==> src/rtl/sha256_padder.sv <==
// SHA-256 message padder.
// Streams message bytes into a 64-byte block buffer and appends the 0x80
// marker, the zero fill and the 64-bit big-endian bit length. Each full
// block is handed to the hash core with a one-cycle START pulse, and the
// buffer is held steady until the core reports CORE_DONE.
//
// Handshakes:
//   DIN: a byte moves on a cycle with DIN_VALID && DIN_READY. DIN_READY is
//        decoded from state only (high in ACCEPT), so it never depends on
//        DIN_VALID in the same cycle.
//   Core: START is a single-cycle request. SHA512IN stays stable from the
//        START cycle through the cycle CORE_DONE is seen in WAIT.
//        CORE_DONE in any other state is ignored.
module sha256_padder #(
  parameter int LEN_W = 64
) (
  input  logic         CLK,
  input  logic         RST,
  input  logic [7:0]   DIN,
  input  logic         DIN_VALID,
  input  logic         DIN_LAST,
  output logic         DIN_READY,
  output logic         START,
  output logic [511:0] SHA512IN,
  input  logic         CORE_DONE,
  output logic         MSG_DONE,
  output logic         BUSY,
  output logic [2:0]   DBG_STATE
);

  localparam logic [2:0] S_ACCEPT = 3'd0;
  localparam logic [2:0] S_PAD    = 3'd1;
  localparam logic [2:0] S_LEN    = 3'd2;
  localparam logic [2:0] S_START  = 3'd3;
  localparam logic [2:0] S_WAIT   = 3'd4;

  // Last zero-fill byte before the length field, and the last byte of a block.
  localparam logic [5:0] PTR_FILL_END = 6'd55;
  localparam logic [5:0] PTR_BLK_END  = 6'd63;

  logic [2:0]       state;
  logic [5:0]       ptr;
  logic [LEN_W-1:0] bitlen;
  logic             last_seen;
  logic             one_written;
  logic             final_blk;
  logic             in_msg;
  logic             msg_done_q;
  logic [511:0]     blk;

  logic [5:0]       bidx;
  logic [63:0]      len64;
  logic             wr_en;
  logic [7:0]       wr_data;
  logic             clr_buf;

  // Byte 0 lives in the top bits, so the bit offset counts down from ptr.
  assign bidx  = PTR_BLK_END - ptr;
  assign len64 = 64'(bitlen);

  assign DIN_READY = (state == S_ACCEPT);
  assign START     = (state == S_START);
  assign SHA512IN  = blk;
  assign MSG_DONE  = msg_done_q;
  assign BUSY      = !((state == S_ACCEPT) && (ptr == 6'd0) && !in_msg);
  assign DBG_STATE = state;

  // Select the byte written into the buffer this cycle, if any.
  always_comb begin
    wr_en   = 1'b0;
    wr_data = 8'h00;
    clr_buf = 1'b0;
    case (state)
      S_ACCEPT: begin
        wr_en   = DIN_VALID;
        wr_data = DIN;
      end
      S_PAD: begin
        wr_en   = 1'b1;
        wr_data = one_written ? 8'h00 : 8'h80;
      end
      S_LEN: begin
        wr_en   = 1'b1;
        wr_data = len64[{bidx[2:0], 3'b000} +: 8];
      end
      S_WAIT: begin
        clr_buf = CORE_DONE;
      end
      default: begin
        wr_en = 1'b0;
      end
    endcase
  end

  // Block buffer: byte writes at ptr, wiped once the core has consumed it.
  always_ff @(posedge CLK or posedge RST) begin
    if (RST) begin
      blk <= '0;
    end else if (clr_buf) begin
      blk <= '0;
    end else if (wr_en) begin
      blk[{bidx, 3'b000} +: 8] <= wr_data;
    end
  end

  // Sequencing of accept / pad / length / core hand-off, plus message flags.
  always_ff @(posedge CLK or posedge RST) begin
    if (RST) begin
      state       <= S_ACCEPT;
      ptr         <= 6'd0;
      bitlen      <= '0;
      last_seen   <= 1'b0;
      one_written <= 1'b0;
      final_blk   <= 1'b0;
      in_msg      <= 1'b0;
      msg_done_q  <= 1'b0;
    end else begin
      msg_done_q <= 1'b0;
      case (state)
        S_ACCEPT: begin
          if (DIN_VALID) begin
            ptr    <= ptr + 6'd1;
            bitlen <= bitlen + LEN_W'(8);
            in_msg <= 1'b1;
            if (DIN_LAST) begin
              last_seen <= 1'b1;
            end
            // A full block goes out first; padding resumes in the next block.
            if (ptr == PTR_BLK_END) begin
              state <= S_START;
            end else if (DIN_LAST) begin
              state <= S_PAD;
            end
          end
        end
        S_PAD: begin
          one_written <= 1'b1;
          ptr         <= ptr + 6'd1;
          if (ptr == PTR_FILL_END) begin
            state <= S_LEN;
          end else if (ptr == PTR_BLK_END) begin
            state <= S_START;
          end
        end
        S_LEN: begin
          ptr <= ptr + 6'd1;
          if (ptr == PTR_BLK_END) begin
            final_blk <= 1'b1;
            state     <= S_START;
          end
        end
        S_START: begin
          state <= S_WAIT;
        end
        S_WAIT: begin
          if (CORE_DONE) begin
            ptr <= 6'd0;
            if (final_blk) begin
              state       <= S_ACCEPT;
              msg_done_q  <= 1'b1;
              bitlen      <= '0;
              last_seen   <= 1'b0;
              one_written <= 1'b0;
              final_blk   <= 1'b0;
              in_msg      <= 1'b0;
            end else if (last_seen) begin
              state <= S_PAD;
            end else begin
              state <= S_ACCEPT;
            end
          end
        end
        default: begin
          state <= S_ACCEPT;
        end
      endcase
    end
  end

endmodule

==> config.mk <==
export PLATFORM = sky130hd
export DESIGN_NAME = sha256_padder
export DESIGN_NICKNAME = d
export VERILOG_FILES = /design/src/rtl/sha256_padder.sv
export SDC_FILE = /design/constraint.sdc
export NUM_CORES = 1
export LEC_CHECK = 0
export CORE_ASPECT_RATIO = 0.5
export CORE_MARGIN = 2
export CORE_UTILIZATION = 45
export DETAILED_ROUTE_END_ITERATION = 10
export PLACE_DENSITY = 0.74
export SLEW_MARGIN = 0
export SYNTH_ARGS = -nofsm -noshare
export SYNTH_HDL_FRONTEND = slang
export SYNTH_SLANG_ARGS = --single-unit
export TNS_END_PERCENT = 20
==> constraint.sdc <==
create_clock -name CLK -period 21.6 [get_ports CLK]
set_input_delay 3.24 -clock CLK [delete_from_list [all_inputs] [get_ports CLK]]
set_output_delay 3.24 -clock CLK [all_outputs]
set_load 0.02 [all_outputs]
# After elaboration in Yosys (flattened, before gate mapping)
# Index checks and enable logic that the tools add are counted.
[word_totals] register_bits=590 in_bits=13
[classes] n_addsub=4 eq_ne=12 shifts=3 n_mux=37 n_reduce_logical=18
[op_table] op="two-way mux 512 bit" count=2
[op_table] op="bitwise mux 512 bit" count=1
[op_table] op="variable shift 8 x 11 -> 512 bit (first input constant)" count=1
[op_table] op="variable part select 8 x 11 -> 512 bit" count=1
[op_table] op="two-way mux 64 bit" count=3
[op_table] op="one-hot mux 64 bit (2 select lines)" count=1
[op_table] op="adder 64 x 4 -> 64 bit (second input constant)" count=1
[op_table] op="variable part select 64 x 7 -> 8 bit" count=1
[op_table] op="one-hot mux 8 bit (3 select lines)" count=1
[op_table] op="two-way mux 3 bit" count=6
[op_table] op="one-hot mux 6 bit (3 select lines)" count=1
[op_table] op="one-hot mux 3 bit (5 select lines)" count=1
[op_table] op="two-way mux 1 bit" count=13
[op_table] op="== test 6 bit (second input constant)" count=2
[op_table] op="two-way mux 6 bit" count=2
[op_table] op="AND reduction 3 bit" count=4
[op_table] op="negation 9 -> 11 bit" count=1
[op_table] op="!= test 2 bit (second input constant)" count=5
[op_table] op="one-hot mux 1 bit (2 select lines)" count=5
[op_table] op="two-way mux 8 bit" count=1
[op_table] op="nonzero test 2 bit" count=4
[op_table] op="adder 6 x 1 -> 6 bit (second input constant)" count=1
[op_table] op="== test 3 x 2 -> 1 bit (second input constant)" count=2
[op_table] op="logical NOT 6 bit" count=1
[op_table] op="other kinds (11)" count=13

# Logic depth before layout (Yosys ltp)
# Gate-level depths: netlist of run 1.
[logic_depth] depth_word=7 mapped_depth=12 depth_no_buf=7

# Worst setup path before layout of run 1
# OpenSTA, ideal clock, no wires.
[synth_path] path_type="register -> output" startpoint="register ptr[0]" endpoint="output BUSY" arrival_ns=2.017 path_slack_ns=16.343 path_stages_with_launch=10 path_buffers=5 path_cell_list="dfrtp_1 -> buf_2 -> buf_4 -> buf_6 -> inv_1 -> ha_1 -> buf_1 -> clkbuf_1 -> nor3b_1 -> nand3_1"
[synth_via] elab_chain_len=4
[synth_rtl] item="start: declaration" line_no="42" rtl="logic [5:0] ptr;"
[synth_rtl] item="start signal: assignment" line_no="122" rtl="ptr <= ptr + 6'd1;"
[synth_rtl] item="start signal: assignment" line_no="138" rtl="ptr <= ptr + 6'd1;"
[synth_rtl] item="start signal: assignment" line_no="146" rtl="ptr <= ptr + 6'd1;"
[synth_rtl] item="logical NOT 6 bit" line_no="65" rtl="assign BUSY = !((state == S_ACCEPT) && (ptr == 6'd0) && !in_msg);"
[synth_rtl] item="logical AND 1 bit (2 in series)" line_no="65"
[synth_rtl] item="logical NOT 1 bit" line_no="65"
[synth_rtl] item="end: declaration" line_no="27" rtl="output logic BUSY,"
# No other way between the ends.

# Worst setup path in the final report of run 1
# Same ends and word-level chain as after synthesis.

==> flow_metrics.py, run 1 <==
metrics = {
    "finish": {
        "design_area_um2": 31900,
        "n_fill_cell": 4213,
        "nets": 2453,
        "layout-drive-gt1-share": 0.0711,
        "area_growth_pct": 32.4,
        "n_antenna_cell": 0,
    },
    "logic_synthesis": {
        "synth_nets": 1973,
        "synth_area_um2": 24100,
        "synth_top_cell_by_area": "dfrtp_1",
        "synth_edf_count": 0,
        "synth_seq_area_share": 0.610,
        "ys.flop_type": "dfrtp_1",
        "yosysWarnings": 0,
        "synthCells": 1955,
        "netlist_top_cells_area": "dfrtp_1, a22o_1, mux2i_1",
        "yosysTopAreaCellShare": 0.610,
        "synthDistinctLibCells": 70,
        "ys_ff_latch": 587,
        "synthArstFlopShare": 1.00,
        "syn_area_per_cell_um2": 12.3,
    },
    "worst_setup_path": {
        "critPathTopFamily": "buffers and inverters",
        "cp_max_fo": 45,
        "critPathSlowestCell": "clkdlybuf4s50_1",
        "cp_num_buf_inv": 3,
        "slowest_delay_ns": 0.66,
        "worstSetupEndpointType": "primary output",
        "cp.required_ns": 18.36,
        "crit_chain": "buf_4 -> inv_1 -> ha_1 -> nor3b_1 -> nand3_1 -> clkdlybuf4s50_1",
        "path_class": "register to primary output",
        "worst_setup_path_start_kind": "register",
        "worstPathArrival_ns": 3.33,
    },
    "pwr": {
        "powerDensity_nw_per_um2": 111,
        "clockPowerShare": 0.277,
        "power_switching_share": 0.371,
        "pwr-share-comb": 0.336,
        "seqPwrFrac": 0.387,
        "p_leak_nw": 13.9,
        "power.internal_mw": 2.22,
        "p_sw_mw": 1.31,
        "peakVddDrop_uv": 81.1,
    },
    "timing": {
        "skew_ns": 0.0196,
        "slew_violations": 0,
        "worst_pin_slew_ns": 1.43,
        "clock.fmax_mhz": 152,
        "timing.slew.headroom": 0.0372,
        "tns_ns": 0,
        "fin_crit_sh": 0.304,
        "setup_viol": 0,
        "rsz0062_at_grt": "no",
        "hold_viol": 0,
        "fin_crit_ns": 6.57,
    },
    "routing": {
        "drc": 0,
        "dr.pass1.iters": 5,
        "wl_per_cell_um": 27.2,
        "ant_nets": 0,
        "wirelength_um": 86500,
        "num_vias": 19600,
        "routed_via_density": 6.17,
        "drtIter0Drc": 2134,
    },
    "floorplanning": {
        "num_io_pins": 532,
        "die-area_um2": 55500,
        "initial_utilization": 0.459,
        "rows": 59,
        "die_x_um": 331,
        "core_area_um2": 52400,
        "die_h_um": 168,
    },
    "place": {
        "port_buffers": 531,
        "dpl.hpwl_um": 59000,
        "place.gp.congestion": 0.887,
        "dpl_cell_area_um2": 30100,
    },
    "worst_hold_path": {
        "hold_class": "register to register",
    },
    "global_route": {
        "grt-ovfl-total": 0,
        "grt_usage": 0.309,
        "grt_pass1_wl_um": 129000,
        "antenna_found_initial": 0,
        "grt_pass1_vias": 19457,
        "grt_max_degree": 187,
    },
    "clock_tree": {
        "numCtsBuffers": 51,
        "hold_buffers": 0,
        "clk_pin_slew_worst_paths_ns": 0.07,
        "clk_path_buf_depth": 3,
        "cts_sinks": 587,
        "insertion_delay_ns": 0.61,
        "cts_root_buffer": "clkbuf_16",
        "cts_resized": 0,
        "post_cts_buffers": 0,
        "cts_max_level": 2,
        "cts_tree": "yes",
    },
    "run_status": {
        "outcome": "finished clean",
    },
    "flow_run": {
        "maxCapViolCount": 0,
    },
}
==> power groups by stage <==
stage	logic, mW	clock network [mW]	registers, mW
after floorplan	0.462	0	1.52
after global placement	1.15	0	1.38
after detailed placement	1.17	0	1.38
after CTS	1.17	0.982	1.36
after global routing	1.23	1.04	1.38
final	1.19	0.976	1.36
==> cell families after synthesis <==
| logic type | after synthesis | synth area share |
|---|---|---|
| AO/OA/AOI/OAI | 572 | 0.194 |
| XOR/XNOR | 6 | 0.00218 |
| adder cells (fa/ha/maj) | 5 | 0.00260 |
| buffers and inverters | 151 | 0.0262 |
| flip-flops | 587 | 0.610 |
| multiplexers | 157 | 0.0674 |
| AND/OR/NAND/NOR | 477 | 0.0968 |
==> final cells by class <==
cell class / instances / area (um^2) / area share
well taps: 701 / 877 / 0.0275
inverters: 13 / 56.3 / 0.00177
multi-input cells: 1217 / 8900 / 0.280
clock inverters: 25 / 308 / 0.00966
flip-flops and latches: 587 / 14700 / 0.461
clock buffers: 70 / 1440 / 0.0451
repair buffers: 565 / 5580 / 0.175
==> final timing paths <==
kind / from / slack (ns) / endpoint / cells after the start
worst min-delay path: bitlen[63] / 0.48 / bitlen[63] / 1
max in group asynchronous: RST / 15.99 / SHA512IN[161] / 4
worst max-delay path: ptr[0] / 15.03 / BUSY / 6
worst min register to register: bitlen[63] / 0.48 / bitlen[63] / 1
min in group asynchronous: RST / 3.14 / SHA512IN[318] / 2
worst max register to register: ptr[0] / 17.18 / SHA512IN[8] / 7
==> cells in the mapped netlist (all sizes together), types with 7 or more instances <==
| cell | number |
|---|---|
| inv | 13 |
| o31ai | 15 |
| and3 | 14 |
| and4 | 8 |
| nor3b | 7 |
| dfrtp | 587 |
| nor2 | 89 |
| mux2i | 152 |
| buf | 36 |
| o21ai | 49 |
| nand4 | 22 |
| o211ai | 14 |
| a31oi | 44 |
| nand3 | 72 |
| nor3 | 22 |
| nor4 | 10 |
| o2bb2ai | 41 |
| a21oi | 10 |
| nand2 | 195 |
| nor2b | 13 |
| clkbuf | 102 |
| a22o | 346 |
==> registers in the layout (all words and copies together) (netlist names) <==
signal	flops
DBG_STATE	3
ptr	6
one_written	1
MSG_DONE	1
bitlen	61
last_seen	1
final_blk	1
SHA512IN	512
in_msg	1
==> worst register-to-register path, stage by stage, from the launching register on <==
cell     delay [ns]
dfrtp_2        0.34
buf_4          0.50
ha_1           0.69
xnor2_1        0.26
nor3_4         0.80
nand2_1        0.51
nor3b_1        0.99
a22o_1         0.25
==> stage by stage <==
stage | hold slack, ns | utilization | instances | setup slack, ns | power, mW
after global routing | 0.498 | 0.608 | 3178 | 14.90 | 3.65
after global placement | 0.456 | 0.575 | 3083 | 15.32 | 2.53
after detailed placement | 0.471 | 0.575 | 3083 | 15.16 | 2.55
final | 0.483 | 0.608 | 3178 | 15.03 | 3.53
after floorplan | 0.443 | - | 1955 | 1.93 | 1.98
after CTS | 0.479 | 0.608 | 3178 | 15.07 | 3.52
==> routing by layer <==
layer | share of wire | vias up | global-route usage
met5 | 0 | - | 0
met2 | 0.47 | 917 | 0.486
met4 | 0.066 | 0 | 0.177
met1 | 0.39 | 10132 | 0.410
li1 | - | 8302 | -
met3 | 0.070 | 249 | 0.0509
==> cell usage in the layout, fill, tap and decap left out, types with 5 or more instances in the layout <==
cell	instances
a41oi_1	6
mux2i_1	152
dfrtp_1	586
or2_2	6
nor4_1	5
and4_1	8
clkdlybuf4s50_1	531
bufinv_16	6
nand4_1	21
o21ai_0	48
inv_1	12
nand2_1	194
clkinv_2	12
nor2b_1	13
clkbuf_16	51
nor2_1	81
nand2b_1	6
a22o_1	346
nor3_1	15
o211ai_1	14
clkbuf_1	10
a21oi_1	10
buf_4	33
o31ai_1	15
a211oi_1	6
nand3_1	71
ha_1	5
nor2_2	8
a32o_1	6
and3_1	13
clkbuf_8	9
o2bb2ai_1	41
nor3_2	6
a31oi_1	44
(Power assumes the default switching activity.)
==> run 2: changes to the inputs <==
- PLACE_DENSITY: 0.74 -> 0.77
- clock period: 21.6 -> 6 ns (I/O delays scaled with it)
==> run 2 against run 1 <==
Against the previous run: register-to-register slack worse by 15 ns; sequential cell count stayed put; cell count hardly changed; first-iteration DRC count is 3.7% lower; largest cell class unchanged; largest power group unchanged.
==> flow_metrics.py, run 2 (synthesis gave the netlist of run 1 again) <==
metrics = {
    "run_status": {
        "outcome": "finished clean",
    },
    "finish": {
        "layout-drive-gt1-share": 0.0722,
        "n_antenna_cell": 0,
        "finalNonFillerCells": 3179,
        "seq_area_um2": 14700,
        "final_common_cell": "dfrtp_1",
        "layout_common_cells": "dfrtp_1, clkdlybuf4s50_1, a22o_1",
        "n_fill_cell": 4102,
        "nets": 2457,
        "largest_reg_flops": 512,
        "multi_input_area_um2": 8930,
        "area_growth_pct": 33.0,
    },
    "pwr": {
        "powerDensity_nw_per_um2": 400,
        "power_mw": 12.8,
        "p_leak_nw": 13.9,
        "peakVddDrop_uv": 293,
    },
    "timing": {
        "fin_crit_ns": 4.39,
        "clock.fmax_mhz": 228,
        "hold_viol": 0,
        "fin_ws_ns": 1.61,
        "fin_crit_sh": 0.731,
        "worst_pin_slew_ns": 1.27,
        "timing.slew.headroom": 0.147,
        "setup_viol": 0,
        "skew_ns": 0.0211,
        "slew_violations": 0,
        "tns_ns": 0,
        "rsz0062_at_grt": "no",
    },
    "floorplanning": {
        "die-area_um2": 55500,
        "die_x_um": 331,
        "rows": 59,
        "die_h_um": 168,
        "num_io_pins": 532,
        "core_area_um2": 52400,
        "initial_utilization": 0.459,
    },
    "place": {
        "dp_cells": 3086,
        "dpl.hpwl_um": 59900,
        "dp_slack_ns": 1.89,
        "place.gp.congestion": 0.952,
        "port_buffers": 531,
    },
    "global_route": {
        "grt_max_degree": 183,
        "grtUsageMet1": 0.407,
        "grtUsageMet2": 0.479,
        "antenna_found_initial": 0,
        "grt-busiest-layer": "met2",
        "grt_pass1_wl_um": 129000,
        "grt_pass1_vias": 19605,
        "grt_usage": 0.309,
        "grt_util_met3": 0.0565,
        "grt-ovfl-total": 0,
    },
    "routing": {
        "wirelength_um": 86400,
        "drtIter0Drc": 2054,
        "wl_per_cell_um": 27.2,
        "routed_via_density": 6.20,
        "dr.pass1.iters": 6,
        "ant_nets": 0,
        "drc": 0,
        "num_vias": 19696,
    },
    "clock_tree": {
        "cts_sinks": 587,
        "clk_path_buf_depth": 3,
        "cts_tree": "yes",
        "hold_buffers": 0,
        "clk_pin_slew_worst_paths_ns": 0.07,
        "numCtsBuffers": 52,
        "post_cts_buffers": 0,
        "cts_max_level": 2,
        "cts_root_buffer": "clkbuf_16",
        "insertion_delay_ns": 0.60,
        "cts_resized": 0,
    },
    "worst_setup_path": {
        "critPathTopFamily": "flip-flops",
        "crit_chain": "inv_1 -> ha_1 -> nor3b_1 -> nand3_1 -> clkdlybuf4s50_1",
        "path_class": "register to primary output",
        "critPathSlowestCell": "dfrtp_2",
        "cp.required_ns": 5.10,
        "worstSetupEndpointType": "primary output",
        "cp_num_buf_inv": 2,
        "slowest_delay_ns": 1.01,
        "worst_setup_path_start_kind": "register",
        "worstPathArrival_ns": 3.49,
        "cp_max_fo": 45,
    },
    "flow_run": {
        "maxCapViolCount": 0,
    },
    "worst_hold_path": {
        "hold_class": "register to register",
    },
}
[run 2: changes by cell type in the layout (fill, tap and decap cells not counted), sizes merged]
cell,change
inv,-1
clkbuf,+2
buf,+3
clkinv,-4
bufinv,+1
[run 2: per-layer routing]
layer / wire [um] / vias up
met2: 39900 / 987
met5: 0 / -
li1: - / 8327
met3: 6170 / 282
met4: 6390 / 0
met1: 34000 / 10100
[run 2: stage by stage]
step	area [um^2]	hold slack (ns)	utilization
2_1_floorplan	24100	0.443	-
3_3_place_gp	30200	0.457	0.576
3_5_place_dp	30200	0.466	0.576
4_1_cts	32000	0.474	0.611
5_1_grt	32000	0.499	0.611
6_report	32000	0.475	0.611
[run 2: layout make-up]
cell class,instances,area share
multi-input combinational,1217,0.279
clock buffer,72,0.0471
timing repair buffer,568,0.176
sequential,587,0.459
clock inverter,21,0.00966
inverter,13,0.00164
tap,701,0.0274
[run 2: power breakdown]
group | switching, mW | internal (mW)
logic | 2.63 | 1.56
clock network | 1.57 | 2.06
registers | 0.503 | 4.49
[run 2: final timing paths]
kind | to | cells after the start | startpoint | slack (ns)
setup / recovery | BUSY | 5 | ptr[0] | 1.61
setup reg to reg | SHA512IN[352] | 6 | ptr[0] | 1.71
hold / removal | bitlen[63] | 1 | bitlen[63] | 0.47
min in group asynchronous | SHA512IN[234] | 2 | RST | 0.80
max in group asynchronous | SHA512IN[130] | 3 | RST | 3.72
hold reg to reg | bitlen[63] | 1 | bitlen[63] | 0.47
==> run 3: changes to the inputs <==
- PLACE_DENSITY: 0.77 -> 0.74
- clock period: 6 -> 4.4 ns (I/O delays scaled with it)
==> run 3 against run 2 <==
Against the previous run: first-iteration DRC count up 2.2%; highest routed layer is now met5; non-clock buffer count is 37 higher; wire length hardly changed; largest cell class unchanged.
==> flow_metrics.py, run 3 (synthesis gave the netlist of run 1 again) <==
metrics = {
    "worst_setup_path": {
        "reg2regPathDepth": 6,
        "worst_setup_path_start_kind": "register",
        "critPathSlowestCell": "ha_1",
        "slowest_delay_ns": 0.71,
        "rr_startpoint": "ptr[1]",
        "critPathTopFamily": "simple AND/OR/NAND/NOR gates",
        "reg2reg_to": "SHA512IN[63]",
        "cp_max_fo": 21,
        "path_class": "register to register",
        "worstPathArrival_ns": 4.40,
        "reg2reg_slack_ns": 0.53,
        "crit_chain": "inv_1 -> ha_1 -> nor3b_1 -> nand2_1 -> nor3b_2 -> a22o_1",
        "worstSetupEndpointType": "register",
        "cp.required_ns": 4.93,
        "cp_num_buf_inv": 1,
    },
    "routing": {
        "drc": 0,
        "ant_nets": 0,
        "dr.pass1.iters": 5,
        "wirelength_um": 86400,
        "drtIter0Drc": 2100,
        "num_vias": 19721,
        "routed_via_density": 6.13,
        "wl_per_cell_um": 26.9,
    },
    "timing": {
        "setup_viol": 0,
        "slew_violations": 0,
        "skew_ns": 0.0364,
        "fin_crit_sh": 0.878,
        "hold_ws_ns": 0.473,
        "hold_viol": 0,
        "fin_ws_ns": 0.535,
        "rsz0062_at_grt": "no",
        "timing.slew.headroom": 0.234,
        "fin_crit_ns": 3.87,
        "worst_pin_slew_ns": 1.14,
        "clock.fmax_mhz": 259,
    },
    "global_route": {
        "grt_max_degree": 95,
        "grt_usage": 0.310,
        "antenna_found_initial": 1,
        "grt-ovfl-total": 0,
        "grt_pass1_wl_um": 129000,
        "grt_pass1_vias": 19488,
    },
    "pwr": {
        "seqPwrFrac": 0.384,
        "peakVddDrop_uv": 379,
        "powerDensity_nw_per_um2": 543,
        "p_leak_nw": 14.1,
        "pwr-share-comb": 0.337,
        "power_mw": 17.5,
        "p_sw_mw": 6.43,
        "power_switching_share": 0.367,
        "clockPowerShare": 0.279,
        "power.internal_mw": 11.1,
    },
    "place": {
        "place.gp.congestion": 0.907,
        "dpl.hpwl_um": 60800,
        "port_buffers": 531,
        "dpl_cell_area_um2": 30500,
        "dp_slack_ns": 0.735,
    },
    "clock_tree": {
        "cts_tree": "yes",
        "insertion_delay_ns": 0.62,
        "clk_pin_slew_worst_paths_ns": 0.07,
        "cts_max_level": 2,
        "numCtsBuffers": 51,
        "post_cts_buffers": 0,
        "clk_path_buf_depth": 3,
        "cts_root_buffer": "clkbuf_16",
        "hold_buffers": 0,
        "cts_resized": 0,
        "cts_sinks": 587,
    },
    "finish": {
        "post-route-util": 0.616,
        "nets": 2493,
        "area_growth_pct": 34.2,
        "layout-drive-gt1-share": 0.0867,
        "design_area_um2": 32300,
        "largest_reg_flops": 512,
        "n_antenna_cell": 0,
        "final_common_cell": "dfrtp_1",
        "layout_common_cells": "dfrtp_1, clkdlybuf4s50_1, a22o_1",
    },
    "floorplanning": {
        "num_io_pins": 532,
        "initial_utilization": 0.459,
        "core_area_um2": 52400,
        "die_h_um": 168,
        "die-area_um2": 55500,
        "rows": 59,
        "die_x_um": 331,
    },
    "worst_hold_path": {
        "hp-start": "one_written",
        "hold_class": "register to register",
        "whs_endpoint": "one_written",
        "holdPathStages": 2,
    },
    "run_status": {
        "outcome": "finished clean",
    },
    "flow_run": {
        "maxCapViolCount": 0,
    },
}
run 3: worst max-delay path by stage:
stage	start	end	slack (ns)	cells after the start
after floorplan	RST	DBG_STATE[0]	-4.26	1
after global placement	ptr[1]	SHA512IN[319]	0.81	6
after detailed placement	ptr[1]	SHA512IN[59]	0.74	6
after CTS	ptr[1]	BUSY	0.63	5
after global routing	ptr[1]	SHA512IN[56]	0.44	6
final	ptr[1]	SHA512IN[63]	0.53	6
run 3: final cells by class:
type | count | area [um^2]
clock buffer | 72 | 1530
fill | 4119 | 20100
timing repair buffer | 605 | 5950
multi-input combinational | 1217 | 8920
sequential | 587 | 14700
inverter | 13 | 52.6
tap | 701 | 877
clock inverter | 21 | 280
run 3: tightest hold or removal path, cell delays in order, from the launching register on:
cell and delay [ns]:
dfrtp_1 0.34, nand2_1 0.05, o31ai_1 0.05
run 3: per-stage QoR:
stage / cells / setup TNS, ns
after global placement: 3123 / 0
after CTS: 3216 / 0
after detailed placement: 3123 / 0
final: 3216 / 0
after global routing: 3216 / 0
after floorplan: 1955 / -2501.44
run 3: power by group through the flow:
stage	Clock [mW]	Combinational [mW]	Sequential [mW]
floorplan	0	2.27	7.47
global placement	0	5.76	6.79
detailed placement	0	5.85	6.79
CTS	4.92	5.87	6.71
global route	5.16	6.18	6.80
finish	4.89	5.92	6.73
run 3: metal layers:
metal,share of wire,GRT usage,vias up
met5,0.00019,0,-
met1,0.39,0.411,10072
li1,-,-,8403
met4,0.065,0.175,2
met3,0.070,0.0550,258
met2,0.47,0.483,986
